File: src/rtl/axis_cpu_ctl.sv
// Command-stream controller for a small cluster of CPU cores: program load, reset hold,
// run/single-step gating and register dump over an AXI-Stream-style debug port.
module axis_cpu_ctl #(
    parameter int N_CORES         = 4,
    parameter int CODE_ADDR_WIDTH = 10,
    parameter int INST_WIDTH      = 8,
    parameter int NUM_DBG_REGS    = 18
) (
    input  logic                       clk,
    input  logic                       rst,
    input  logic [31:0]                cmd_in_TDATA,
    input  logic                       cmd_in_TVALID,
    output logic [31:0]                cmd_out_TDATA,
    output logic                       cmd_out_TVALID,
    output logic [N_CORES-1:0]         hold_in_rst,
    output logic [N_CORES-1:0]         step_en,
    input  logic [N_CORES-1:0]         inst_rd_en,
    output logic [CODE_ADDR_WIDTH-1:0] prog_addr,
    output logic [INST_WIDTH-1:0]      prog_inst,
    output logic [N_CORES-1:0]         prog_inst_wr_en,
    output logic [31:0]                prog_imm,
    output logic [N_CORES-1:0]         prog_imm_wr_en,
    output logic [7:0]                 dbg_rd_addr,
    input  logic [32*N_CORES-1:0]      dbg_rd_data,
    output logic [31:0]                dbg_TDATA,
    output logic                       dbg_TVALID,
    input  logic                       dbg_TREADY,
    output logic                       dbg_TLAST
);

    localparam logic [3:0] OP_NOP      = 4'd0;
    localparam logic [3:0] OP_SET_ADDR = 4'd1;
    localparam logic [3:0] OP_WR_INST  = 4'd2;
    localparam logic [3:0] OP_WR_IMM   = 4'd3;
    localparam logic [3:0] OP_HOLD     = 4'd4;
    localparam logic [3:0] OP_RELEASE  = 4'd5;
    localparam logic [3:0] OP_STEP     = 4'd6;
    localparam logic [3:0] OP_RUN      = 4'd7;
    localparam logic [3:0] OP_DUMP     = 4'd8;
    localparam logic [7:0] LAST_K      = 8'(NUM_DBG_REGS - 1);

    typedef enum logic [2:0] {S_IDLE, S_IMM_WAIT, S_DUMP_RD, S_DUMP_CAP, S_DUMP_OUT} state_t;

    state_t               state_r;
    logic                 inc_pend_r;
    logic                 dropped_r;
    logic [3:0]           imm_sel_r;
    logic [N_CORES-1:0]   imm_mask_r;
    logic [3:0]           dump_core_r;
    logic [N_CORES-1:0]   run_r;
    logic [15:0]          step_cnt_r [N_CORES];

    logic [3:0]           op_s;
    logic [3:0]           sel_s;
    logic [23:0]          payload_s;
    logic                 core_op_s;
    logic                 bad_core_s;
    logic [3:0]           status_s;
    logic [N_CORES-1:0]   mask_s;
    logic                 cmd_ok_s;
    logic [CODE_ADDR_WIDTH-1:0] addr_eff_s;
    logic [31:0]          dbg_slice_s;

    // Command decode; NOP and SET_ADDR ignore sel, so only core-addressed ops can be bad-core
    always_comb begin
        op_s       = cmd_in_TDATA[31:28];
        sel_s      = cmd_in_TDATA[27:24];
        payload_s  = cmd_in_TDATA[23:0];
        core_op_s  = (op_s >= OP_WR_INST) && (op_s <= OP_DUMP);
        bad_core_s = (sel_s == 4'hF) ? (op_s == OP_DUMP) : (sel_s >= 4'(N_CORES));
        if (op_s > OP_DUMP) begin
            status_s = 4'd2;
        end else if (core_op_s && bad_core_s) begin
            status_s = 4'd1;
        end else begin
            status_s = 4'd0;
        end
        mask_s = {N_CORES{1'b0}};
        for (int i = 0; i < N_CORES; i++) begin
            mask_s[i] = (sel_s == 4'hF) || (sel_s == 4'(i));
        end
        cmd_ok_s   = cmd_in_TVALID && (state_r == S_IDLE) && (status_s == 4'd0);
        // The post-write increment lands one cycle late, so a back-to-back write sees it early
        addr_eff_s = prog_addr + {{(CODE_ADDR_WIDTH-1){1'b0}}, inc_pend_r};
    end

    // Step gate and dump word selection
    always_comb begin
        step_en     = {N_CORES{1'b0}};
        dbg_slice_s = 32'd0;
        for (int i = 0; i < N_CORES; i++) begin
            step_en[i] = run_r[i] | (step_cnt_r[i] != 16'd0);
            if (dump_core_r == 4'(i)) begin
                dbg_slice_s = dbg_rd_data[32*i +: 32];
            end else begin
                dbg_slice_s = dbg_slice_s;
            end
        end
    end

    // Per-core run flag and step counter; a control command wins over a same-cycle fetch pulse
    always_ff @(posedge clk or posedge rst) begin
        if (rst) begin
            run_r <= {N_CORES{1'b0}};
            for (int i = 0; i < N_CORES; i++) step_cnt_r[i] <= 16'd0;
        end else begin
            for (int i = 0; i < N_CORES; i++) begin
                if (cmd_ok_s && mask_s[i] &&
                    (op_s == OP_HOLD || op_s == OP_STEP || op_s == OP_RUN)) begin
                    case (op_s)
                        OP_HOLD: begin run_r[i] <= 1'b0; step_cnt_r[i] <= 16'd0; end
                        OP_STEP: begin run_r[i] <= 1'b0; step_cnt_r[i] <= payload_s[15:0]; end
                        OP_RUN:  run_r[i] <= 1'b1;
                        default: run_r[i] <= run_r[i];
                    endcase
                end else if (!run_r[i] && step_cnt_r[i] != 16'd0 && inst_rd_en[i]) begin
                    step_cnt_r[i] <= step_cnt_r[i] - 16'd1;
                end
            end
        end
    end

    // Main control FSM: command execution, acks, program writes and dump streaming
    always_ff @(posedge clk or posedge rst) begin
        if (rst) begin
            state_r         <= S_IDLE;
            inc_pend_r      <= 1'b0;
            dropped_r       <= 1'b0;
            imm_sel_r       <= 4'd0;
            imm_mask_r      <= {N_CORES{1'b0}};
            dump_core_r     <= 4'd0;
            hold_in_rst     <= {N_CORES{1'b1}};
            prog_addr       <= {CODE_ADDR_WIDTH{1'b0}};
            prog_inst       <= {INST_WIDTH{1'b0}};
            prog_inst_wr_en <= {N_CORES{1'b0}};
            prog_imm        <= 32'd0;
            prog_imm_wr_en  <= {N_CORES{1'b0}};
            cmd_out_TVALID  <= 1'b0;
            cmd_out_TDATA   <= 32'd0;
            dbg_rd_addr     <= 8'd0;
            dbg_TDATA       <= 32'd0;
            dbg_TVALID      <= 1'b0;
            dbg_TLAST       <= 1'b0;
        end else begin
            prog_inst_wr_en <= {N_CORES{1'b0}};
            prog_imm_wr_en  <= {N_CORES{1'b0}};
            cmd_out_TVALID  <= 1'b0;
            inc_pend_r      <= 1'b0;
            prog_addr       <= addr_eff_s;
            case (state_r)
                S_IDLE: begin
                    if (cmd_in_TVALID) begin
                        cmd_out_TVALID <= 1'b1;
                        cmd_out_TDATA  <= {op_s, sel_s, status_s, dropped_r, 3'b000, 16'(addr_eff_s)};
                        if (status_s == 4'd0) begin
                            case (op_s)
                                OP_NOP:      if (payload_s[0]) dropped_r <= 1'b0;
                                OP_SET_ADDR: prog_addr <= payload_s[CODE_ADDR_WIDTH-1:0];
                                OP_WR_INST: begin
                                    prog_inst       <= payload_s[INST_WIDTH-1:0];
                                    prog_inst_wr_en <= mask_s;
                                    inc_pend_r      <= 1'b1;
                                end
                                OP_WR_IMM: begin
                                    imm_sel_r  <= sel_s;
                                    imm_mask_r <= mask_s;
                                    state_r    <= S_IMM_WAIT;
                                end
                                OP_HOLD:    hold_in_rst <= hold_in_rst | mask_s;
                                OP_RELEASE: hold_in_rst <= hold_in_rst & ~mask_s;
                                OP_DUMP: begin
                                    dump_core_r <= sel_s;
                                    dbg_rd_addr <= 8'd0;
                                    state_r     <= S_DUMP_RD;
                                end
                                default: state_r <= S_IDLE;
                            endcase
                        end
                    end
                end
                S_IMM_WAIT: begin
                    if (cmd_in_TVALID) begin
                        cmd_out_TVALID <= 1'b1;
                        cmd_out_TDATA  <= {OP_WR_IMM, imm_sel_r, 4'd0, dropped_r, 3'b000, 16'(addr_eff_s)};
                        prog_imm       <= cmd_in_TDATA;
                        prog_imm_wr_en <= imm_mask_r;
                        inc_pend_r     <= 1'b1;
                        state_r        <= S_IDLE;
                    end
                end
                S_DUMP_RD: state_r <= S_DUMP_CAP;
                S_DUMP_CAP: begin
                    dbg_TDATA  <= dbg_slice_s;
                    dbg_TVALID <= 1'b1;
                    dbg_TLAST  <= (dbg_rd_addr == LAST_K);
                    state_r    <= S_DUMP_OUT;
                end
                S_DUMP_OUT: begin
                    if (dbg_TREADY) begin
                        dbg_TVALID <= 1'b0;
                        dbg_TLAST  <= 1'b0;
                        if (dbg_rd_addr == LAST_K) begin
                            state_r <= S_IDLE;
                        end else begin
                            dbg_rd_addr <= dbg_rd_addr + 8'd1;
                            state_r     <= S_DUMP_RD;
                        end
                    end
                end
                default: state_r <= S_IDLE;
            endcase
            if (cmd_in_TVALID && (state_r == S_DUMP_RD || state_r == S_DUMP_CAP ||
                                  state_r == S_DUMP_OUT)) begin
                dropped_r <= 1'b1;
            end
        end
    end

endmodule

File: config.mk
export PLATFORM = sky130hd
export DESIGN_NAME = axis_cpu_ctl
export DESIGN_NICKNAME = d
export VERILOG_FILES = /design/src/rtl/axis_cpu_ctl.sv
export SDC_FILE = /design/constraint.sdc
export NUM_CORES = 1
export LEC_CHECK = 0
export CORE_AREA = 5 5 167 169
export DETAILED_ROUTE_END_ITERATION = 6
export DIE_AREA = 0 0 172 174
export PLACE_DENSITY = 0.76
export SYNTH_ARGS = -nofsm -noshare
export SYNTH_HDL_FRONTEND = slang
export SYNTH_SLANG_ARGS = --single-unit
File: constraint.sdc
create_clock -name clk -period 6.8 [get_ports clk]
set_clock_uncertainty 0.1 [all_clocks]
set_input_delay 1.36 -clock clk [delete_from_list [all_inputs] [get_ports clk]]
set_output_delay 1.36 -clock clk [all_outputs]
set_load 0.01 [all_outputs]
==> summary.md, run 1 <==
| Metric | Value |
|---|---|
| DRT Pass-1 Iters | `6` |
| # setup viols final | `0` |
| # rows | `60` |
| Setup WS pre-CTS | `1.92 ns` |
| RSZ-0062 raised after global routing | `no` |
| Post-route cell area | `15400 um^2` |
| Vias per cell | `5.80` |
| Initial DRC count | `1053` |
| Slowest Stage Delay on Critical Path | `0.51 ns` |
| Slew @ Worst Pin | `1.06 ns` |
| TritonCTS clock tree | `yes` |
| YS warnings | `0` |
| Sequential share of the synthesized area | `46.4%` |
| CP required | `5.34 ns` |
| Post-synth top flop | `dfrtp_1` |
| Final Hold Fails | `0` |
| Top area cells in the synthesized netlist | `dfrtp_1 (45%), nand2_1 (8.6%), a21oi_1 (6.5%)` |
| Sw frac | `35.2%` |
| Detail Route Antenna Nets | `0` |
| Leading area contributor after synthesis | `dfrtp_1` |
| Die Ht | `174 um` |
| CP Capture Type | `primary output` |
| Hold Slack | `0.374 ns` |
| Initial Util | `43.1%` |
| Die width | `172 um` |
| Avg Cell Area, Syn | `8.44 um^2` |
| Most common cell after layout, fill and taps aside | `clkdlybuf4s50_1` |
| Syn Inst Count | `1351` |
| Ys async rst share | `100%` |
| Gates resized, CTS repair | `0` |
| Via Count | `11400` |
| Routability cong. | `0.942` |
| Total I/O pin count | `309` |
| Yosys top cell area share | `45.4%` |
| DRC viols | `0` |
| CORE AREA | `26400 um^2` |
| Hold WC Path Type | `register to register` |
| R2R depth | `5` |
| Max Cap Viol | `0` |
| Power per cell area | `343 nW/um^2` |
| Combinational fraction of design power | `35.1%` |
| Minimum clock period | `4.83 ns` |
| Final WL | `40.2 mm` |
| Congestion Overflow GR | `0` |
| Largest net degree at the start of global routing | `138` |
| Final #Nets | `1788` |
| Internal Power | `3.43 mW` |
| # port buffers | `297` |
| CTS Hold Bufs | `0` |
| Cell Area, Placed | `14600 um^2` |
| Fin. max-slew vios | `0` |
| Relative slew margins | `28.4%` |
| Yosys reg bits | `211` |
| All-Layer GR Usage | `26.0%` |
| Clock tree buffer depth | `3` |
| Die area | `29900 um^2` |
| Post CTS Setup Buffer Count | `0` |
| Worst-path clk slew | `0.06 ns` |
| Most frequent cells in the layout | `clkdlybuf4s50_1 (297), nand2_1 (261), dfrtp_1 (207)` |
| Leakage | `6.43 nW` |
| CP Depth | `7` |
| Yosys cell types | `82` |
| Synth Cell Area | `11400 um^2` |
| FILL cells | `2353` |
| Post-route setup slack | `1.97 ns` |
| Clock network power share | `24.6%` |
| CTS root buf | `clkbuf_16` |
| CP max FO | `5` |
| WP data arrival | `3.37 ns` |
| CTS sink count | `211` |
| Number of global-route vias before repair | `11200` |
| H-tree levels | `1` |
| First-pass GRT wire length | `62.3 mm` |
| Worst Path Buf+Inv | `2` |
| Crit-path slowest cell | `or4b_4` |
| Switching Power | `1.86 mW` |
| Post-synth EDFFs | `0` |
| Final period util | `71.0%` |
| Status | `finished clean` |
| TNS Setup | `0 ns` |
| Layout Area Growth over Synthesis | `35.0%` |
| Hold path depth | `2` |
| Routed len/inst | `20.4 um` |
| Share of cells above drive strength 1 | `7.48%` |
| Total Power | `5.28 mW` |
| Critical path cell sequence | `inv_1, ha_1, or4b_4, nor4_1, nand2_1, or4_1, clkdlybuf4s50_1` |
| Initial antenna violation count | `3` |
| Cell family with most CP delay | `simple AND/OR/NAND/NOR gates` |
| CP Launch Type | `register` |
| Part of the power in registers | `40.3%` |
| Max Clk Rate | `207 MHz` |
| Worst skew pair latency | `0.54 ns` |
| Crit path kind | `register to primary output` |
| TritonCTS buffer count | `24` |
| HPWL after DPL | `29.5 mm` |
| Worst VDD drop | `0.000274 V` |
cell families after synthesis:
kind of cell | share of synthesized area, %
multiplexers | 2.41
AND/OR/NAND/NOR | 25.2
flip-flops | 46.4
other | 0.0329
AO/OA/AOI/OAI | 20.1
XOR/XNOR | 0.768
buffers and inverters | 4.24
adder cells (fa/ha/maj) | 0.878
Yosys cell counts (all sizes together), types with 7 or more instances:
| cell | n |
|---|---|
| a211oi | 21 |
| a21oi | 150 |
| a31oi | 10 |
| and2 | 8 |
| and3 | 23 |
| buf | 32 |
| clkbuf | 55 |
| dfrtp | 207 |
| ha | 8 |
| inv | 18 |
| mux2 | 20 |
| nand2 | 261 |
| nand2b | 7 |
| nand3 | 47 |
| nand4 | 8 |
| nor2 | 127 |
| nor2b | 8 |
| nor3 | 56 |
| nor4 | 17 |
| o21ai | 120 |
| o31ai | 11 |
| or2 | 7 |
| or3 | 11 |
| or4 | 8 |
| xor2 | 7 |
per-layer routing:
layer,track usage (%),wire [um],up-vias
met5,0,23,-
met4,8.12,1420,4
met3,7.78,3980,107
met2,40.5,18500,513
met1,35.1,16200,5494
li1,-,-,5311
cell type report:
class                      count  area [um^2]  area share (%)
clock inverter                12          118           0.764
tap                          341          427            2.77
inverter                      18         71.3           0.463
multi-input combinational   1045         5700            37.0
antenna                        1         2.50          0.0163
clock buffer                  32          691            4.49
sequential                   211         5290            34.3
timing repair buffer         312         3100            20.1
power groups by stage:
stage | combinational (mW) | sequential, mW | clock (mW)
floorplan | 0.812 | 2.17 | 0
global placement | 1.81 | 2.11 | 0
detailed placement | 1.85 | 2.13 | 0
CTS | 1.86 | 2.12 | 1.32
global route | 2.03 | 2.20 | 1.37
finish | 1.86 | 2.13 | 1.30
through the flow:
stage | std cells | utilization [%]
2_1_floorplan | 1361 | -
3_3_place_gp | 1927 | 55.2
3_5_place_dp | 1927 | 55.2
4_1_cts | 1971 | 58.2
5_1_grt | 1972 | 58.2
6_report | 1972 | 58.2
path summary, 6_finish.rpt:
kind / from / end / slack [ns]
setup / recovery: step_cnt_r[0] / step_en[3] / 1.97
hold / removal: dbg_TDATA[30] / dbg_TDATA[30] / 0.37
setup reg to reg: state_r[2] / step_cnt_r[15] / 3.31
hold reg to reg: dbg_TDATA[30] / dbg_TDATA[30] / 0.37
max in group asynchronous: rst / step_cnt_r[11] / 4.55
min in group asynchronous: rst / step_cnt_r[47] / 1.27
flip-flops by register name, summed over array words and instances (netlist names), 8 cells and up, named ones only:
name,count
dbg_TDATA,32
prog_imm,32
prog_addr,10
step_cnt_r,64
cmd_out_TDATA,21
dbg_rd_addr,8
prog_inst,8
worst reg2reg max path, cell delays in order, from the launching register on:
cell and delay [ns]:
dfrtp_1 0.58, or4b_1 0.93, nor4_4 0.45, nand3_1 0.74, a31o_2 0.51, a21oi_1 0.14
Note: power is estimated with default switching activity, not from simulation.
==> inputs of run 2 (changes only) <==
==> config.mk (replaced) <==
export PLATFORM = sky130hd
export DESIGN_NAME = axis_cpu_ctl
export DESIGN_NICKNAME = d
export VERILOG_FILES = /design/src/rtl/axis_cpu_ctl.sv
export SDC_FILE = /design/constraint.sdc
export NUM_CORES = 1
export LEC_CHECK = 0
export CORE_AREA = 5 5 159 161
export DETAILED_ROUTE_END_ITERATION = 6
export DIE_AREA = 0 0 164 166
export PLACE_DENSITY = 0.8
export SYNTH_ARGS = -nofsm -noshare
export SYNTH_HDL_FRONTEND = slang
export SYNTH_SLANG_ARGS = --single-unit
==> constraint.sdc (replaced) <==
create_clock -name clk -period 5 [get_ports clk]
set_clock_uncertainty 0.1 [all_clocks]
set_input_delay 1 -clock clk [delete_from_list [all_inputs] [get_ports clk]]
set_output_delay 1 -clock clk [all_outputs]
set_load 0.01 [all_outputs]
==> run 2 against run 1 <==
Core utilization up 6.0 points. Total power up 34%. Design area down 0.50%. First-iteration DRC count down 4.4%. Routed wire length about the same. Final cell count down 0.81%. Combinational power up 35%. Setup slack worse by 1.4 ns. Largest cell class unchanged. Largest power group unchanged.
==> summary.md, run 2 (synthesis results as in run 1) <==
| Metric | Value |
|---|---|
| Via Count | `11600 (was 11400)` |
| Max Clk Rate | `226 MHz` |
| DRC viols | `0 (unchanged)` |
| H-tree levels | `1 (unchanged)` |
| Die area | `27200 um^2 (was 29900 um^2)` |
| Final Hold Fails | `0 (unchanged)` |
| RSZ-0062 raised after global routing | `no (unchanged)` |
| DRT Pass-1 Iters | `7 (was 6)` |
| Most frequent cells in the layout | `clkdlybuf4s50_1 (297), nand2_1 (261), dfrtp_1 (207) (unchanged)` |
| Relative slew margins | `17.8% (was 28.4%)` |
| Number of global-route vias before repair | `11300 (was 11200)` |
| HPWL after DPL | `29.3 mm (was 29.5 mm)` |
| Worst VDD drop | `0.000359 V (was 0.000274 V)` |
| Final WL | `40.2 mm (about the same)` |
| Largest net degree at the start of global routing | `68 (was 138)` |
| Minimum clock period | `4.43 ns` |
| Worst skew pair latency | `0.51 ns (was 0.54 ns)` |
| Clock tree buffer depth | `3 (unchanged)` |
| WP data arrival | `3.33 ns (was 3.37 ns)` |
| Congestion Overflow GR | `0 (unchanged)` |
| Vias per cell | `5.91 (was 5.80)` |
| CTS root buf | `clkbuf_16 (unchanged)` |
| # setup viols final | `0 (unchanged)` |
| All-Layer GR Usage | `28.7% (was 26.0%)` |
| Share of cells above drive strength 1 | `7.05% (was 7.48%)` |
| Hold Slack | `0.374 ns (about the same)` |
| Largest Register | `step_cnt_r (unchanged)` |
| # rows | `57 (was 60)` |
| Status | `finished clean (unchanged)` |
| CORE AREA | `23800 um^2 (was 26400 um^2)` |
| Die width | `164 um (was 172 um)` |
| Hold WC Path Type | `register to register (unchanged)` |
| Slew @ Worst Pin | `1.23 ns (was 1.06 ns)` |
| Total Power | `7.07 mW (was 5.28 mW)` |
| Fin. max-slew vios | `0 (unchanged)` |
| Cells after DPL | `1914 (was 1927)` |
| CP required | `3.90 ns (was 5.34 ns)` |
| Max Cap Viol | `0 (unchanged)` |
| CTS Hold Bufs | `0 (unchanged)` |
| TritonCTS buffer count | `23 (was 24)` |
| CP Capture Type | `primary output (unchanged)` |
| TNS Setup | `0 ns (unchanged)` |
| Detail Route Antenna Nets | `0 (unchanged)` |
| Total I/O pin count | `309 (unchanged)` |
| Final #Nets | `1791 (was 1788)` |
| First-pass GRT wire length | `63.0 mm (was 62.3 mm)` |
| Most common cell after layout, fill and taps aside | `clkdlybuf4s50_1 (unchanged)` |
| Leakage | `6.40 nW (was 6.43 nW)` |
| TritonCTS clock tree | `yes (unchanged)` |
| CP max FO | `5 (unchanged)` |
| Finished Layout Cells | `1956 (was 1972)` |
| Routed len/inst | `20.6 um (was 20.4 um)` |
| Crit path kind | `register to primary output (unchanged)` |
| Post CTS Setup Buffer Count | `0 (unchanged)` |
| Final Core Density | `64.3% (was 58.2%)` |
| Max reg flops | `64 (unchanged)` |
| # port buffers | `297 (unchanged)` |
| Regs by FF count | `step_cnt_r: 64 flops, dbg_TDATA: 32 flops, prog_imm: 32 flops (unchanged)` |
| Initial antenna violation count | `1 (was 3)` |
| Die Ht | `166 um (was 174 um)` |
| Worst-path clk slew | `0.06 ns (about the same)` |
| Initial Util | `47.9% (was 43.1%)` |
| Gates resized, CTS repair | `0 (unchanged)` |
| Power per cell area | `462 nW/um^2 (was 343 nW/um^2)` |
| Initial DRC count | `1007 (was 1053)` |
| Final period util | `88.7%` |
| CP Launch Type | `register (unchanged)` |
| Routability cong. | `0.948 (was 0.942)` |
| Layout Area Growth over Synthesis | `34.4% (was 35.0%)` |
| CTS sink count | `211 (unchanged)` |
## run 2: cell types whose count changed in the layout (fill, tap and decap cells not counted)
cell / previous run / this run
inv_6: 0 / 1
clkbuf_8: 6 / 3
clkinvlp_4: 4 / 2
clkbuf_16: 24 / 23
clkbuf_1: 2 / 10
buf_4: 14 / 17
clkinv_16: 1 / 0
clkinv_2: 7 / 2
buf_12: 1 / 2
## run 2: layer usage
layer	global-route usage [%]	vias to the layer above	wire (um)
met4	8.21	0	1120
met5	0	-	0
met1	40.0	5602	16900
met2	45.1	536	18500
met3	6.73	98	3720
li1	-	5327	-
## run 2: worst paths after layout
path | from | endpoint | slack [ns] | cells after the start
max | step_cnt_r[0] | step_en[3] | 0.57 | 7
min | prog_imm[20] | prog_imm[20] | 0.37 | 2
max reg2reg | state_r[2] | step_cnt_r[4] | 1.70 | 6
min reg2reg | prog_imm[20] | prog_imm[20] | 0.37 | 2
max in group asynchronous | rst | prog_inst_wr_en[0] | 2.88 | 3
min in group asynchronous | rst | step_cnt_r[44] | 0.93 | 2
## run 2: stage by stage
stage,worst slack [ns],area (um^2)
finish,0.566,15300
global route,0.372,15300
CTS,0.577,15300
detailed placement,0.678,14600
global placement,0.813,14600
floorplan,1.16,11400
## run 2: cell type report
cell class | instances | area (um^2)
antenna | 1 | 2.50
clock buffer | 36 | 654
clock inverter | 5 | 56.3
fill | 2050 | 8500
inverter | 18 | 71.3
multi-input combinational | 1045 | 5700
sequential | 211 | 5290
tap | 324 | 405
timing repair buffer | 316 | 3140
## run 2: worst max-delay path: stages, from the launching register on
cell and delay (ns):
dfrtp_1 0.42, inv_1 0.11, ha_1 0.25, or4b_4 0.52
nor4_1 0.42, nand2_1 0.16, or4_1 0.43, clkdlybuf4s50_1 0.51
## run 2: power breakdown
group	total, mW	switching, mW	internal (mW)
logic	2.51	1.20	1.31
registers	2.92	0.595	2.33
clock network	1.64	0.689	0.950
total	7.07	2.49	4.58
==> inputs of run 3 (changes only) <==
==> config.mk (replaced) <==
export PLATFORM = sky130hd
export DESIGN_NAME = axis_cpu_ctl
export DESIGN_NICKNAME = d
export VERILOG_FILES = /design/src/rtl/axis_cpu_ctl.sv
export SDC_FILE = /design/constraint.sdc
export NUM_CORES = 1
export LEC_CHECK = 0
export CORE_AREA = 5 5 153 155
export DETAILED_ROUTE_END_ITERATION = 6
export DIE_AREA = 0 0 158 160
export PLACE_DENSITY = 0.86
export SYNTH_ARGS = -nofsm -noshare
export SYNTH_HDL_FRONTEND = slang
export SYNTH_SLANG_ARGS = --single-unit
==> constraint.sdc (replaced) <==
create_clock -name clk -period 5.7 [get_ports clk]
set_clock_uncertainty 0.1 [all_clocks]
set_input_delay 1.14 -clock clk [delete_from_list [all_inputs] [get_ports clk]]
set_output_delay 1.14 -clock clk [all_outputs]
set_load 0.01 [all_outputs]
==> run 3 against run 2 <==
Setup slack improved by 0.53 ns. Total power is 9.7% lower. Final cell count shrank 2.3%. Largest power group unchanged.
==> summary.md, run 3 (synthesis results as in run 1) <==
| Metric | Value |
|---|---|
| Worst-path clk slew | `0.06 ns (about the same)` |
| Power per cell area | `416 nW/um^2 (was 462 nW/um^2)` |
| HPWL after DPL | `29.1 mm (was 29.3 mm)` |
| Worst skew pair latency | `0.52 ns (was 0.51 ns)` |
| Post CTS Setup Buffer Count | `0 (unchanged)` |
| Minimum clock period | `4.61 ns` |
| Via Count | `11600 (about the same)` |
| CP max FO | `5 (unchanged)` |
| CP required | `4.46 ns (was 3.90 ns)` |
| First-pass GRT wire length | `62.8 mm (was 63.0 mm)` |
| Share of cells above drive strength 1 | `7.42% (was 7.05%)` |
| Post-route cell area | `15300 um^2 (about the same)` |
| Fin. max-slew vios | `0 (unchanged)` |
| Hold Slack | `0.377 ns (was 0.374 ns)` |
| Routability cong. | `0.919 (was 0.948)` |
| Largest Register | `step_cnt_r (unchanged)` |
| R2R depth | `5 (was 6)` |
| # port buffers | `297 (unchanged)` |
| Max reg flops | `64 (unchanged)` |
| Final WL | `40.4 mm (was 40.2 mm)` |
| Met2 WL post-DR | `18.8 mm (was 18.5 mm)` |
| # diodes | `0 (was 1)` |
| Total Power | `6.39 mW (was 7.07 mW)` |
| Die Ht | `160 um (was 166 um)` |
| Worst VDD drop | `0.000350 V (was 0.000359 V)` |
| TNS Setup | `0 ns (unchanged)` |
| Vias per cell | `6.05 (was 5.91)` |
| Die area | `25300 um^2 (was 27200 um^2)` |
| Hold WC Path Type | `register to register (unchanged)` |
| Finished Layout Cells | `1911 (was 1956)` |
| FF-to-FF setup slack | `2.14 ns (was 1.70 ns)` |
| Final Hold Fails | `0 (unchanged)` |
| DR top layer | `met4 (unchanged)` |
| CP Launch Type | `register (unchanged)` |
| Final period util | `80.9%` |
| Most common cell after layout, fill and taps aside | `clkdlybuf4s50_1 (unchanged)` |
| CTS Hold Bufs | `0 (unchanged)` |
| Initial DRC count | `1005 (was 1007)` |
| Final #Nets | `1790 (was 1791)` |
| Crit path kind | `register to primary output (unchanged)` |
| CP Capture Type | `primary output (unchanged)` |
| # setup viols final | `0 (unchanged)` |
| DR WL met3 | `3.99 mm (was 3.72 mm)` |
| Leakage | `6.45 nW (was 6.40 nW)` |
| Setup WS pre-CTS | `1.13 ns (was 0.678 ns)` |
| Number of global-route vias before repair | `11200 (was 11300)` |
| TritonCTS clock tree | `yes (unchanged)` |
| Initial antenna violation count | `0 (was 1)` |
| Worst Min Path Start | `dbg_TDATA[28] (was prog_imm[20])` |
| Largest net degree at the start of global routing | `126 (was 68)` |
| Gates resized, CTS repair | `0 (unchanged)` |
| Relative slew margins | `26.2% (was 17.8%)` |
| Initial Util | `52.6% (was 47.9%)` |
| Routed len/inst | `21.1 um (was 20.6 um)` |
| Slew @ Worst Pin | `1.08 ns (was 1.23 ns)` |
| CP endpoint | `step_en[3] (unchanged)` |
| # rows | `54 (was 57)` |
| Max Clk Rate | `217 MHz` |
| H-tree levels | `1 (unchanged)` |
| Routed metal-1 wire length | `16.4 mm (was 16.9 mm)` |
| CORE AREA | `21700 um^2 (was 23800 um^2)` |
| CP Launch Point | `step_cnt_r[0] (unchanged)` |
| TritonCTS buffer count | `24 (was 23)` |
| CTS sink count | `211 (unchanged)` |
| Final Core Density | `70.8% (was 64.3%)` |
| WP data arrival | `3.37 ns (was 3.33 ns)` |
| Total I/O pin count | `309 (unchanged)` |
| Most frequent cells in the layout | `clkdlybuf4s50_1 (297), nand2_1 (261), dfrtp_1 (207) (unchanged)` |
| DRT Pass-1 Iters | `6 (was 7)` |
| CTS root buf | `clkbuf_16 (unchanged)` |
| All-Layer GR Usage | `31.1% (was 28.7%)` |
| Layout Area Growth over Synthesis | `34.7% (was 34.4%)` |
| Clock tree buffer depth | `3 (unchanged)` |
| DRC viols | `0 (unchanged)` |
| Die width | `158 um (was 164 um)` |
| Cells after DPL | `1868 (was 1914)` |
| Detail Route Antenna Nets | `0 (unchanged)` |
| Status | `finished clean (unchanged)` |
| Cell Area, Placed | `14500 um^2 (was 14600 um^2)` |
| RR Startpoint | `state_r[2] (unchanged)` |
| Congestion Overflow GR | `0 (unchanged)` |
| Max Cap Viol | `0 (unchanged)` |
| Regs by FF count | `step_cnt_r: 64 flops, dbg_TDATA: 32 flops, prog_imm: 32 flops (unchanged)` |
| Post-route setup slack | `1.09 ns (was 0.566 ns)` |
| R2r endpoint | `step_cnt_r[15] (was step_cnt_r[4])` |
| RSZ-0062 raised after global routing | `no (unchanged)` |
-- run 3: cell count changes in the layout (fill, tap and decap cells not counted), sizes merged --
cell,before,now
diode,1,0
clkinvlp,2,1
clkbuf,36,34
inv,18,17
buf,19,17
bufinv,1,3
clkinv,2,6
-- run 3: worst min-delay path by stage --
stage                     to  slack [ns]  depth (start not counted)
2_1_floorplan  imm_mask_r[3]        0.34                          2
3_5_place_dp    prog_imm[20]        0.36                          2
4_1_cts         prog_imm[20]        0.38                          2
5_1_grt         prog_imm[20]        0.39                          2
6_report       dbg_TDATA[28]        0.38                          2
3_3_place_gp   imm_mask_r[2]        0.36                          2
-- run 3: area by class of cell --
class	count	area [um^2]
clock buffers	34	709
clock inverters	9	120
fillers	1600	6340
inverters	18	71.3
multi-input cells	1045	5700
flip-flops and latches	211	5290
well taps	280	350
repair buffers	314	3110
-- run 3: worst max-delay path: stages (launching register included) --
cell and delay, ns:
dfrtp_1 0.42, inv_1 0.12, ha_1 0.25, or4b_4 0.51, nor4_1 0.49, nand2_1 0.13
or4_1 0.42, clkdlybuf4s50_1 0.51
-- run 3: power breakdown --
group / switching (mW) / internal, mW
clock network: 0.622 / 0.998
registers: 0.512 / 2.04
logic: 1.07 / 1.15
total: 2.20 / 4.18
-- run 3: metal layers --
layer	vias to the layer above	GRT usage [%]
li1	5334	-
met1	5559	43.6
met2	573	49.3
met3	86	7.25
met4	0	7.79
met5	-	0
